===== src/rtl/mux_pkg.sv =====
// mux_pkg: mode encoding and output reset constant shared by mux_reg_mnton and its bench.
package mux_pkg;
  typedef enum logic {MUX_MODE_SEL = 1'b0, MUX_MODE_RR = 1'b1} mux_mode_e;
  localparam logic OUT_DATA_RST = 1'b0;
endpackage


===== src/rtl/rr_arbiter.sv =====
// rr_arbiter: combinational rotate-priority search starting at ptr, wrapping mod M.
module rr_arbiter #(
  parameter int M = 4,
  localparam int SW = $clog2(M)
) (
  input  logic [M-1:0]  req,
  input  logic [SW-1:0] ptr,
  output logic [SW-1:0] gnt_idx,
  output logic          gnt_any
);
  logic [SW:0]   sum;
  logic [SW-1:0] idx;
  // Scan from farthest to nearest so the request closest to ptr is written last and wins.
  always_comb begin
    gnt_idx = '0;
    gnt_any = 1'b0;
    sum = '0;
    idx = '0;
    for (int k = M - 1; k >= 0; k--) begin
      sum = {1'b0, ptr} + (SW + 1)'(k);
      idx = (sum >= (SW + 1)'(M)) ? SW'(sum - (SW + 1)'(M)) : SW'(sum);
      if (req[idx]) begin
        gnt_any = 1'b1;
        gnt_idx = idx;
      end
    end
  end
endmodule


===== src/rtl/mux_reg_mnton.sv =====
// mux_reg_mnton: registered M:1 mux with valid/ready handshake; define MUX_RR_EN to
// honour mode and add the round-robin arbiter with its rr_ptr register.
module mux_reg_mnton
  import mux_pkg::*;
#(
  parameter int N = 32,
  parameter int M = 4,
  localparam int SW = $clog2(M)
) (
  input  logic           clk,
  input  logic           rst_n,
  input  logic           en,
  input  logic           mode,
  input  logic [SW-1:0]  S,
  input  logic [M*N-1:0] in_data,
  input  logic [M-1:0]   in_valid,
  output logic [M-1:0]   in_ready,
  output logic [N-1:0]   out_data,
  output logic           out_valid,
  input  logic           out_ready,
  output logic [SW-1:0]  out_sel
);
  localparam logic [N-1:0] DATA_ZERO = {N{OUT_DATA_RST}};
  logic [N-1:0]  ch [M];
  logic [N-1:0]  out_data_q, out_data_d;
  logic          out_valid_q, out_valid_d;
  logic [SW-1:0] out_sel_q, out_sel_d;
  logic [SW-1:0] grant_idx;
  logic          grant_any, sel_ok, space, accept;
  for (genvar g = 0; g < M; g++) begin : g_ch
    assign ch[g] = in_data[g*N +: N];
  end
  assign sel_ok = (int'(S) < M) ? in_valid[S] : 1'b0;
`ifdef MUX_RR_EN
  logic [SW-1:0] rr_ptr_q, rr_ptr_d, rr_idx;
  logic          rr_any, rr_mode;
  rr_arbiter #(.M(M)) u_arb (
    .req     (in_valid),
    .ptr     (rr_ptr_q),
    .gnt_idx (rr_idx),
    .gnt_any (rr_any)
  );
  assign rr_mode = mux_mode_e'(mode) == MUX_MODE_RR;
  always_comb begin
    grant_idx = rr_mode ? rr_idx : S;
    grant_any = rr_mode ? rr_any : sel_ok;
    rr_ptr_d = (accept && rr_mode) ? ((grant_idx == SW'(M - 1)) ? '0 : grant_idx + 1'b1) : rr_ptr_q;
  end
  always_ff @(posedge clk) begin
    if (!rst_n) rr_ptr_q <= '0;
    else if (en) rr_ptr_q <= rr_ptr_d;
  end
`else
  logic unused_mode;
  assign unused_mode = mode;
  always_comb begin
    grant_idx = S;
    grant_any = sel_ok;
  end
`endif
  assign space    = en && (!out_valid_q || out_ready);
  assign accept   = space && grant_any;
  assign in_ready = accept ? (M'(1) << grant_idx) : '0;
  // Whenever the next state is not valid the word is cleared, keeping out_data=0 while idle.
  always_comb begin
    out_valid_d = en && (accept || (out_valid_q && !out_ready));
    out_data_d = accept ? ch[grant_idx] : out_valid_d ? out_data_q : DATA_ZERO;
    out_sel_d = accept ? grant_idx : out_sel_q;
  end
  always_ff @(posedge clk) begin
    if (!rst_n) begin
      out_data_q <= DATA_ZERO;
      out_valid_q <= 1'b0;
      out_sel_q <= '0;
    end else begin
      out_data_q <= out_data_d;
      out_valid_q <= out_valid_d;
      out_sel_q <= out_sel_d;
    end
  end
  assign out_data  = out_data_q;
  assign out_valid = out_valid_q;
  assign out_sel   = out_sel_q;
endmodule

===== config.mk =====
export PLATFORM = sky130hd
export DESIGN_NAME = mux_reg_mnton
export DESIGN_NICKNAME = d
export VERILOG_FILES = /design/src/rtl/mux_pkg.sv /design/src/rtl/rr_arbiter.sv /design/src/rtl/mux_reg_mnton.sv
export SDC_FILE = /design/constraint.sdc
export NUM_CORES = 1
export LEC_CHECK = 0
export BUFFER_PORTS_ARGS = -buffer_cell sky130_fd_sc_hd__buf_4
export CAP_MARGIN = 5
export CORE_MARGIN = 5
export CORE_UTILIZATION = 42
export DETAILED_ROUTE_END_ITERATION = 16
export GPL_ROUTABILITY_DRIVEN = 0
export PLACE_DENSITY = 0.87
export SLEW_MARGIN = 20
export SYNTH_ARGS = -nofsm -noshare
export SYNTH_HDL_FRONTEND = slang
export SYNTH_SLANG_ARGS = --single-unit

===== constraint.sdc =====
create_clock -name clk -period 4.8 [get_ports clk]
set_input_delay 0.96 -clock clk [delete_from_list [all_inputs] [get_ports clk]]
set_output_delay 0.96 -clock clk [all_outputs]
set_load 0.02 [all_outputs]

---- Yosys cells after proc, flatten, opt, wreduce, memory -nomap -nowiden ----
Index checks and enable logic that the tools add are counted.
word-level totals
  register bits after elaboration ......... 35
  bits in latches ......................... 0
  RAM bits ................................ 0
  bits in read-only memories .............. 0
  input port bits ......................... 139
  output and inout bits ................... 39
  logic and storage cells ................. 24
  memories kept ........................... 0
operators by class
  $add $sub $neg .......................... 0
  multipliers ............................. 0
  div/mod/pow operators ................... 0
  $lt $le $gt $ge ......................... 2
  eq/ne operators ......................... 1
  shift-type cells ........................ 1
  mux-type cells .......................... 8
  bitwise gates (word level) .............. 1
  reduce and logical (&&, ||, !) cells .... 8
operators with widths
  kind                                                                  number
  32-bit 2-to-1 mux                                                     4
  32-bit binary-select mux with 2-bit select                            1
  1-bit logical AND                                                     4
  4-bit 2-to-1 mux                                                      1
  1-bit by 2-bit << shifter with 4-bit output, first input constant     1
  3-bit greater-or-equal comparator, second input constant              1
  2-bit by 3-bit < comparator with 1-bit output, second input constant  1
  2-bit NOT with 3-bit output                                           1
  1-bit binary-select mux with 2-bit select                             1
  1-bit logical NOT                                                     2
  1-bit logical OR                                                      2
  2-bit by 1-bit != test with 1-bit output, second input constant       1
  1-bit 2-to-1 mux                                                      1

---- Depth between registers and ports, before layout ----
  word-level depth ........................ 8
  gate-level depth with buffers ........... 6
  gate-level depth less buffers ........... 4

---- Least setup slack after synthesis ----
OpenSTA, ideal clock, no wires.
  path kind ............................... input port to output port
  start ................................... input S[0]
  end ..................................... output in_ready[2]
  arrival ................................. 2.019 ns
  data required time ...................... 3.840 ns
  path slack .............................. 1.821 ns
  cell stages on the path ................. 3
  buffers on the path ..................... 2
  cell sequence ........................... buf_6 > buf_2 > nor4_1
on the way
  cells in the longest elaborated chain, start to end .. 4
  elaborated cells on any way between the ends .. 5
  classes of those cells .................. 1 x shift; 3 x mux; 1 x reduce/logical
RTL lines
  what                                       RTL line             text
  start: declaration                         mux_reg_mnton.sv:14  input logic [SW-1:0] S,
  1-bit binary-select mux with 2-bit select  mux_reg_mnton.sv:33  assign sel_ok = (int'(S) < M) ? in_valid[S] : 1'b0;
  1-bit 2-to-1 mux (not written as such)     mux_reg_mnton.sv:33
  1-bit logical AND                          mux_reg_mnton.sv:62  assign accept = space && grant_any;
  4-bit 2-to-1 mux *                         mux_reg_mnton.sv:63  assign in_ready = accept ? (M'(1) << grant_idx) : '0;
  end: declaration                           mux_reg_mnton.sv:17  output logic [M-1:0] in_ready,
Every way passes the cells marked *; elsewhere a longest branch is shown, timed or not. The select of a mux whose other input is x is not followed.

---- Worst setup path in the final report ----
  start ................................... input S[0]
  end ..................................... output in_ready[1]
The elaborated chain is that of the path after synthesis.

==> results.cfg <==
[die]
initial_core_util_pct = 44.10
core_area_um2 = 4817
ioPinCount = 178
die_w_um = 81.12
die-area_um2 = 6580
die_h_um = 81.12
row_count = 25

[sta]
finalHoldViolations = 0
slew_viol_final = 0
max_freq_ghz = 0.3103
max-slew-margin-rel_pct = 36.63
finClkSkew_ns = 0.003753
tightest_slew_ns = 0.9447
setup_tns_ns = 0
finalSetupViolations = 0
finalCritPeriodShare_pct = 67.13
rsz0062_at_grt = false
min_period_ns = 3.222

[drt]
ant_nets = 0
via_per_inst = 5.312
drt_pass1_iterations = 4
wl_per_cell_um = 17.51
drc = 0
route.vias.total = 2332
first_iter_violations = 73
wirelength_mm = 7.687

[synth]
synthAdderAreaFrac_pct = 0
synth-seq-cells = 35
synth_cell_type_count = 22
synth_top_area_share_pct = 33.92
syn_area_um2 = 2125
yosys.area_share.simple_pct = 10.37
ys_seq_area_share_pct = 32.98
synth_flop_cell = dfxtp_1
synth_compound_area_share_pct = 16.25
yosys_warnings = 0
synth_area_per_cell_um2 = 10.21
synth_xor_area_share_pct = 0
synth_top_family_by_area = multiplexers
syn-num-nets = 347
synth_area_leader_cell = mux4_2
synth_common_cells = 35 x a21oi_1, 35 x dfxtp_1, 35 x nand2_1
synthCells = 208
yosys-top-cells-area = mux4_2 34%, dfxtp_1 33%, a21oi_1 8.2%, o21ai_1 6.8%, nand2_1 6.2%
async_flop_share_pct = 0
synth.area.mux_share_pct = 34.92
synth_edf_count = 0

[clock_network]
clk_latency_ns = 0.28
cts_root_buf = clkbuf_8
clkSinkCount = 35
cts_hold_buf = 0
numCtsBuffers = 5
post-cts-setup-buffers = 0
ctsResizeCount = 0
htreeDepth = 2
path_clk_slew_ns = 0.07
cts_tree = built
clockBufferDepth = 2

[global_route]
grt_pass1_wl_mm = 11.26
antenna_found_initial = 0
grt_use_total_pct = 22.63
overflow = 0
grt_start_max_net_pins = 38
grt_pass1_vias = 2487

[layout]
nets = 511
layout-drive-gt1-share_pct = 59.14
area_delta_synth_final_pct = 66.78
fin_util_pct = 73.56
antenna_cells = 0
stdcell_count = 439

[run_status]
status = finished clean

[worst_setup_path]
crit_arrival_ns = 2.26
cp-start-kind = input port
required_ns = 3.84
crit_path_end_kind = output pin
cp_max_fo = 23
critPathKind = input port to output pin

[power_and_ir_drop]
p_leak_nw = 1.549
power_mw = 0.7868
max-vdd-ir-drop_mv = 0.1506
p_per_area_nw_per_um2 = 222.0

[placed_design]
post-dp-hpwl_mm = 6.075
portBuffers = 176
placed_cells = 432

[hold_path]
hold_class = flop to flop

[job]
cap_viol_max_count = 0
## layer usage
layer | GRT usage (%) | vias up | share of wire [%]
met5 | 0 | - | 0
met4 | 6.926 | 0 | 1.8
met3 | 10.20 | 12 | 12
met2 | 42.53 | 129 | 54
met1 | 21.93 | 1087 | 32
li1 | - | 1104 | -
## cell usage in the layout, fill, tap and decap left out, types with 2 or more instances in the layout
cell type	n
a21oi_1	35
and2_1	2
buf_4	179
clkbuf_8	5
dfxtp_1	35
mux4_2	32
nand2_1	35
nor2_1	2
o21ai_0	5
o21ai_1	29
## registers in the layout, indices dropped and copies added, names as in the netlist
name and flops:
out_valid 1, out_sel 2, out_data 32
## critical path: stages
cell     delay, ns
buf_4         0.34
mux2_2        0.41
and4b_1       0.22
and2_1        0.16
buf_4         0.16
## power breakdown
part	internal, mW	switching [mW]
combinational	0.142	0.0862
clock	0.152	0.0978
sequential	0.303	0.00621
## layout make-up
| type | count | area, µm² |
|---|---|---|
| Timing Repair Buffer | 179 | 1344 |
| Multi-Input combinational cell | 150 | 1309 |
| Fill cell | 389 | 1274 |
| Sequential cell | 35 | 700.7 |
| Tap cell | 67 | 83.83 |
| Clock buffer | 6 | 72.57 |
| Clock inverter | 1 | 30.03 |
| Inverter | 1 | 3.754 |
## worst paths after layout
path                startpoint  cells past startpoint           end  slack, ns
hold reg to reg   out_data[21]                      2  out_data[21]       0.45
setup reg to reg     out_valid                      4  out_data[10]       3.26
setup / recovery          S[0]                      5   in_ready[1]       1.58
hold / removal    out_data[21]                      2  out_data[21]       0.45
## logic make-up after synthesis
logic type,count (synthesis)
AND/OR/NAND/NOR,47
multiplexers,34
flip-flops,35
AO/OA/AOI/OAI,69
buffers and inverters,23
## metrics by stage
| stage | hold WS [ns] | setup WS (ns) | instance area (µm²) |
|---|---|---|---|
| 5_1_grt | 0.4700 | 1.470 | 3543 |
| 2_1_floorplan | 0.5333 | 1.821 | 2125 |
| 4_1_cts | 0.4562 | 1.556 | 3542 |
| 6_report | 0.4548 | 1.578 | 3543 |
| 3_5_place_dp | 0.4466 | 1.558 | 3440 |
| 3_3_place_gp | 0.4426 | 1.597 | 3440 |
Note: power is estimated with default switching activity, not from simulation.
